File: config.mk
export PLATFORM = sky130hd
export DESIGN_NAME = mux4_scan_ctrl
export DESIGN_NICKNAME = d
export VERILOG_FILES = /design/src/rtl/mux_scan_pkg.sv /design/src/rtl/mux4_scan_ctrl_next_ch.sv /design/src/rtl/mux4_scan_ctrl.sv
export SDC_FILE = /design/constraint.sdc
export NUM_CORES = 1
export LEC_CHECK = 0
export CAP_MARGIN = 40
export CORE_MARGIN = 2
export CORE_UTILIZATION = 37
export DETAILED_ROUTE_END_ITERATION = 8
export RECOVER_POWER = 50
export SYNTH_ARGS = -nofsm -noshare
export SYNTH_HDL_FRONTEND = slang
export SYNTH_SLANG_ARGS = --single-unit
File: constraint.sdc
create_clock -name clk -period 1.9 [get_ports clk]
set_clock_uncertainty 0.2 [all_clocks]
set_input_delay 0.19 -clock clk [delete_from_list [all_inputs] [get_ports clk]]
set_output_delay 0.19 -clock clk [all_outputs]
set_load 0.005 [all_outputs]
File: src/rtl/mux_scan_pkg.sv
// Shared definitions for the 4-channel mux scan controller and its channel lookup helper.
package mux_scan_pkg;

  localparam int NUM_CH = 4;
  localparam int SEL_W  = 2;

  typedef enum logic {
    IDLE = 1'b0,
    SCAN = 1'b1
  } state_t;

endpackage

File: src/rtl/mux4_scan_ctrl_next_ch.sv
// Channel lookup: lowest enabled channel (first) or lowest enabled channel above cur.
module mux4_next_ch
  import mux_scan_pkg::*;
(
  input  logic [NUM_CH-1:0] i_mask,
  input  logic [SEL_W-1:0]  i_cur,
  input  logic              i_first,
  output logic [SEL_W-1:0]  o_next,
  output logic              o_has_next
);

  // Descending walk so the lowest qualifying index is the one left standing.
  always_comb begin
    o_next     = '0;
    o_has_next = 1'b0;
    for (int i = NUM_CH - 1; i >= 0; i--) begin
      if (i_mask[i] && (i_first || (i > int'(i_cur)))) begin
        o_next     = SEL_W'(i);
        o_has_next = 1'b1;
      end
    end
  end

endmodule

File: src/rtl/mux4_scan_ctrl.sv
// Scans enabled channels of a downstream 4:1 mux, dwelling on each before sampling,
// and presents the assembled 4-bit word with a one-cycle valid pulse.
module mux4_scan_ctrl
  import mux_scan_pkg::*;
#(
  parameter int DWELL = 2,
  parameter int CNT_W = 8
) (
  input  logic        clk,
  input  logic        rst,
  input  logic        start,
  input  logic        continuous,
  input  logic [3:0]  ch_mask,
  input  logic        mux_out,
  output logic [1:0]  sel,
  output logic [3:0]  sample_word,
  output logic        word_valid,
  output logic        busy
);

  state_t             r_state;
  logic [NUM_CH-1:0]  r_mask;
  logic [CNT_W-1:0]   r_cnt;
  logic [NUM_CH-1:0]  r_shadow;
  logic [SEL_W-1:0]   r_sel;
  logic [NUM_CH-1:0]  r_word;
  logic               r_valid;
  logic               r_busy;

  state_t             w_state_nxt;
  logic [NUM_CH-1:0]  w_mask_nxt;
  logic [CNT_W-1:0]   w_cnt_nxt;
  logic [NUM_CH-1:0]  w_shadow_nxt;
  logic [SEL_W-1:0]   w_sel_nxt;
  logic [NUM_CH-1:0]  w_word_nxt;
  logic               w_valid_nxt;
  logic               w_busy_nxt;

  logic [SEL_W-1:0]   w_first_idx;
  logic               w_first_ok;
  logic [SEL_W-1:0]   w_next_idx;
  logic               w_has_next;
  logic               w_dwell_done;
  logic [NUM_CH-1:0]  w_sampled;

  // Lookup on the live mask serves both the initial start and continuous restarts.
  mux4_next_ch u_first (
    .i_mask     (ch_mask),
    .i_cur      ('0),
    .i_first    (1'b1),
    .o_next     (w_first_idx),
    .o_has_next (w_first_ok)
  );

  mux4_next_ch u_next (
    .i_mask     (r_mask),
    .i_cur      (r_sel),
    .i_first    (1'b0),
    .o_next     (w_next_idx),
    .o_has_next (w_has_next)
  );

  assign w_dwell_done = (r_cnt == CNT_W'(DWELL - 1));

  always_comb begin
    w_sampled        = r_shadow;
    w_sampled[r_sel] = mux_out;
  end

  always_comb begin
    w_state_nxt  = r_state;
    w_mask_nxt   = r_mask;
    w_cnt_nxt    = r_cnt;
    w_shadow_nxt = r_shadow;
    w_sel_nxt    = r_sel;
    w_word_nxt   = r_word;
    w_valid_nxt  = 1'b0;
    w_busy_nxt   = r_busy;
    case (r_state)
      IDLE: begin
        if (start) begin
          if (w_first_ok) begin
            w_state_nxt  = SCAN;
            w_mask_nxt   = ch_mask;
            w_sel_nxt    = w_first_idx;
            w_cnt_nxt    = '0;
            w_shadow_nxt = '0;
            w_busy_nxt   = 1'b1;
          end else begin
            // Empty mask still answers with an (all-zero) word so callers never stall.
            w_word_nxt  = '0;
            w_valid_nxt = 1'b1;
          end
        end
      end
      SCAN: begin
        if (w_dwell_done) begin
          w_cnt_nxt = '0;
          if (w_has_next) begin
            w_shadow_nxt = w_sampled;
            w_sel_nxt    = w_next_idx;
          end else begin
            w_word_nxt   = w_sampled;
            w_valid_nxt  = 1'b1;
            w_shadow_nxt = '0;
            if (continuous) begin
              w_mask_nxt = ch_mask;
            end
            if (continuous && w_first_ok) begin
              w_sel_nxt = w_first_idx;
            end else begin
              w_state_nxt = IDLE;
              w_busy_nxt  = 1'b0;
            end
          end
        end else begin
          w_cnt_nxt = r_cnt + CNT_W'(1);
        end
      end
      default: begin
        w_state_nxt = IDLE;
        w_busy_nxt  = 1'b0;
      end
    endcase
  end

  always_ff @(posedge clk) begin
    if (rst) begin
      r_state  <= IDLE;
      r_mask   <= '0;
      r_cnt    <= '0;
      r_shadow <= '0;
      r_sel    <= '0;
      r_word   <= '0;
      r_valid  <= 1'b0;
      r_busy   <= 1'b0;
    end else begin
      r_state  <= w_state_nxt;
      r_mask   <= w_mask_nxt;
      r_cnt    <= w_cnt_nxt;
      r_shadow <= w_shadow_nxt;
      r_sel    <= w_sel_nxt;
      r_word   <= w_word_nxt;
      r_valid  <= w_valid_nxt;
      r_busy   <= w_busy_nxt;
    end
  end

  assign sel         = r_sel;
  assign sample_word = r_word;
  assign word_valid  = r_valid;
  assign busy        = r_busy;

endmodule

==> results.cfg, run 1 <==
[run_status]
status = finished clean

[yosys]
synth.area.top_cells = dfxtp_1, mux2i_1, nor2_1, nand2_1, mux2_1
synth_edf_count = 0
yosysTopAreaCellShare = 0.370
netlist_instances = 145
yosysWarnings = 0
avgSynthCellArea_sq_um = 8.96
synthTopCellsByCount = dfxtp_1, nor2_1, nand2_1
yosysSeqAreaShare = 0.370
syn_nets = 156
yosys.cell_types.count = 43
ys_ff_latch = 24
synth_top_cell_by_area = dfxtp_1
ys.flop_type = dfxtp_1
syn_area_sq_um = 1300
async_reset_ff_frac = 0

[timing]
max-slew-margin-rel = 0.626
finalSetupViolCount = 0
finalCritPeriodShare = 0.999
fin_tns_setup_ns = 0
final-max-slew-violation-count = 0
hold_slack_ns = 0.0513
tightest_slew_ns = 0.559
max_freq_mhz = 527
finalHoldViolations = 0
fin_ws_ns = 0.00165
fin_crit_ns = 1.90
rsz0062_at_grt = true

[floorplan]
io-pin-count = 17
num_rows = 21
start_util = 0.386
die_w_um = 63.2
fp.dieArea_sq_um = 4000
core_area_sq_um = 3360
die_h_um = 63.2

[cells_and_area]
diodes = 0
nets = 194
drive_gt1_frac = 0.260
fillers = 343
multiInputGateArea_sq_um = 835
syn_to_final_growth_pct = 34.6
stdcell_area_sq_um = 1750
final_cells = 227
register_area_sq_um = 483

[placement]
gp_congestion = 0.764
dpl-instance-area_sq_um = 1650
dpl.hpwl_um = 2230
dpl.cell_count = 220
io_buffers = 16
post-place-ws_ns = -0.452

[worst_hold_path]
holdCritPathClass = primary input to register
holdPathStages = 4

[power]
power_density_nw_per_um2 = 571
leakage_nw = 0.717
ir_worst_vdd_mv = 0.286

[critical_path]
cp.required_ns = 1.90
path_class = primary input to register
startpoint_type = primary input
crit_arrival_ns = 1.90
crit_path_end_kind = register
ff2ff_path_depth = 8
cp_max_fo = 6

[global_route]
grt_max_degree = 15
antenna_found_initial = 0
grt_pass1_wl_um = 4930
grtUsageTotal = 0.156
gr-total-overflow = 0
first_global_vias = 1104

[drt]
routed_wirelength_um = 3030
wl_per_cell_um = 13.3
dr_total_vias = 1145
drtIter0Drc = 49
routed_via_density = 5.04
drtAntennaViolNets = 0
firstDrtPassIters = 4
route.detailed.drc = 0

[clock_tree]
htree_levels = 1
cts_tree = built
clk_latency_ns = 0.32
cts_buffers = 3
root_buffer = clkbuf_4
hold_buffers = 0
clk_path_buf_depth = 2
cts_sinks = 24
clk_pin_slew_ns = 0.13

[job]
drv_cap = 0
-- critical path, cell delays in order --
cell and delay (ns):
clkdlybuf4s50_1 0.43, or4_4 0.58, a21o_1 0.30, nand2_8 0.13
mux2i_1 0.21, nor2_1 0.06
-- cells in the final DEF (no fill, tap or decap), types with 2 or more instances in the layout --
cell type and count:
a211oi_1 2, a21oi_1 8, a311oi_1 2, and2_4 3, and3_1 2, buf_4 22, clkbuf_4 3, clkdlybuf4s50_1 9
dfxtp_1 22, dfxtp_2 2, dlygate4sd3_1 6, inv_1 2, mux2_4 4, mux2i_1 9, nand2_1 13, nand2b_1 4
nand3b_1 2, nand4_1 3, nor2_1 23, nor2b_1 3, nor3b_1 4, o21ai_0 4, or3_1 2, xor2_1 4
-- kinds of logic after synthesis --
logic type               synth area share
AO/OA/AOI/OAI                       0.155
adder cells (fa/ha/maj)            0.0193
AND/OR/NAND/NOR                     0.295
multiplexers                        0.104
buffers and inverters              0.0299
flip-flops                          0.370
XOR/XNOR                           0.0270
-- flip-flops by register name, summed over array words and instances, names as in the netlist --
| signal | flops |
|---|---|
| sample_word | 4 |
| r_state | 1 |
| r_shadow | 4 |
| sel | 2 |
| busy | 1 |
| word_valid | 1 |
| r_cnt | 8 |
| r_mask | 3 |
-- layer usage --
metal	track usage	vias up	share of wire
met1	0.196	542	0.47
li1	-	577	-
met2	0.270	21	0.48
met4	0.0571	0	0.016
met3	0.0250	5	0.042
met5	0	-	0
-- what timing repair did --
action                                  CTS  global route
setup buffers                             2             2
pin swaps                                 3             6
resized for setup                         8             8
endpoints found under the setup margin   12            14
gates cloned                              0             0
-- stage by stage --
step / total power, mW / utilization
5_1_grt: 1.04 / 0.520
2_1_floorplan: 0.673 / -
4_1_cts: 0.998 / 0.509
3_5_place_dp: 0.763 / 0.490
6_report: 0.999 / 0.520
3_3_place_gp: 0.755 / 0.490
-- worst paths after layout --
check                    startpoint                     endpoint  slack, ns
min reg2reg  r_mask[1]$_SDFFE_PP0P_       r_mask[1]$_SDFFE_PP0P_       0.31
min                      ch_mask[2]       r_mask[2]$_SDFFE_PP0P_       0.05
max                      ch_mask[1]     r_shadow[0]$_SDFFE_PP0P_      0.002
max reg2reg   r_cnt[1]$_SDFFE_PP0P_  sample_word[3]$_SDFFE_PP0P_       0.03
-- area by class of cell --
class,instances,share of cell area
inverters,3,0.00644
multi-input cells,112,0.477
repair buffers,39,0.194
well taps,46,0.0329
flip-flops and latches,24,0.276
clock buffers,3,0.0129
-- power by group --
part	internal (mW)	total [mW]	switching [mW]
clock network	0.0745	0.231	0.157
registers	0.520	0.532	0.0128
logic	0.121	0.235	0.114
No activity file was read; power rests on OpenSTA's default activity.
==> run 2: changes to the inputs <==
--- a/config.mk
+++ b/config.mk
@@ -8,6 +8,7 @@
 export CAP_MARGIN = 40
 export CORE_MARGIN = 2
 export CORE_UTILIZATION = 37
+export CTS_BUF_LIST = sky130_fd_sc_hd__clkbuf_4
 export DETAILED_ROUTE_END_ITERATION = 8
 export RECOVER_POWER = 50
 export SYNTH_ARGS = -nofsm -noshare
==> results of run 2 <==
Final layout, timing and power as in run 1 (identical DEF).
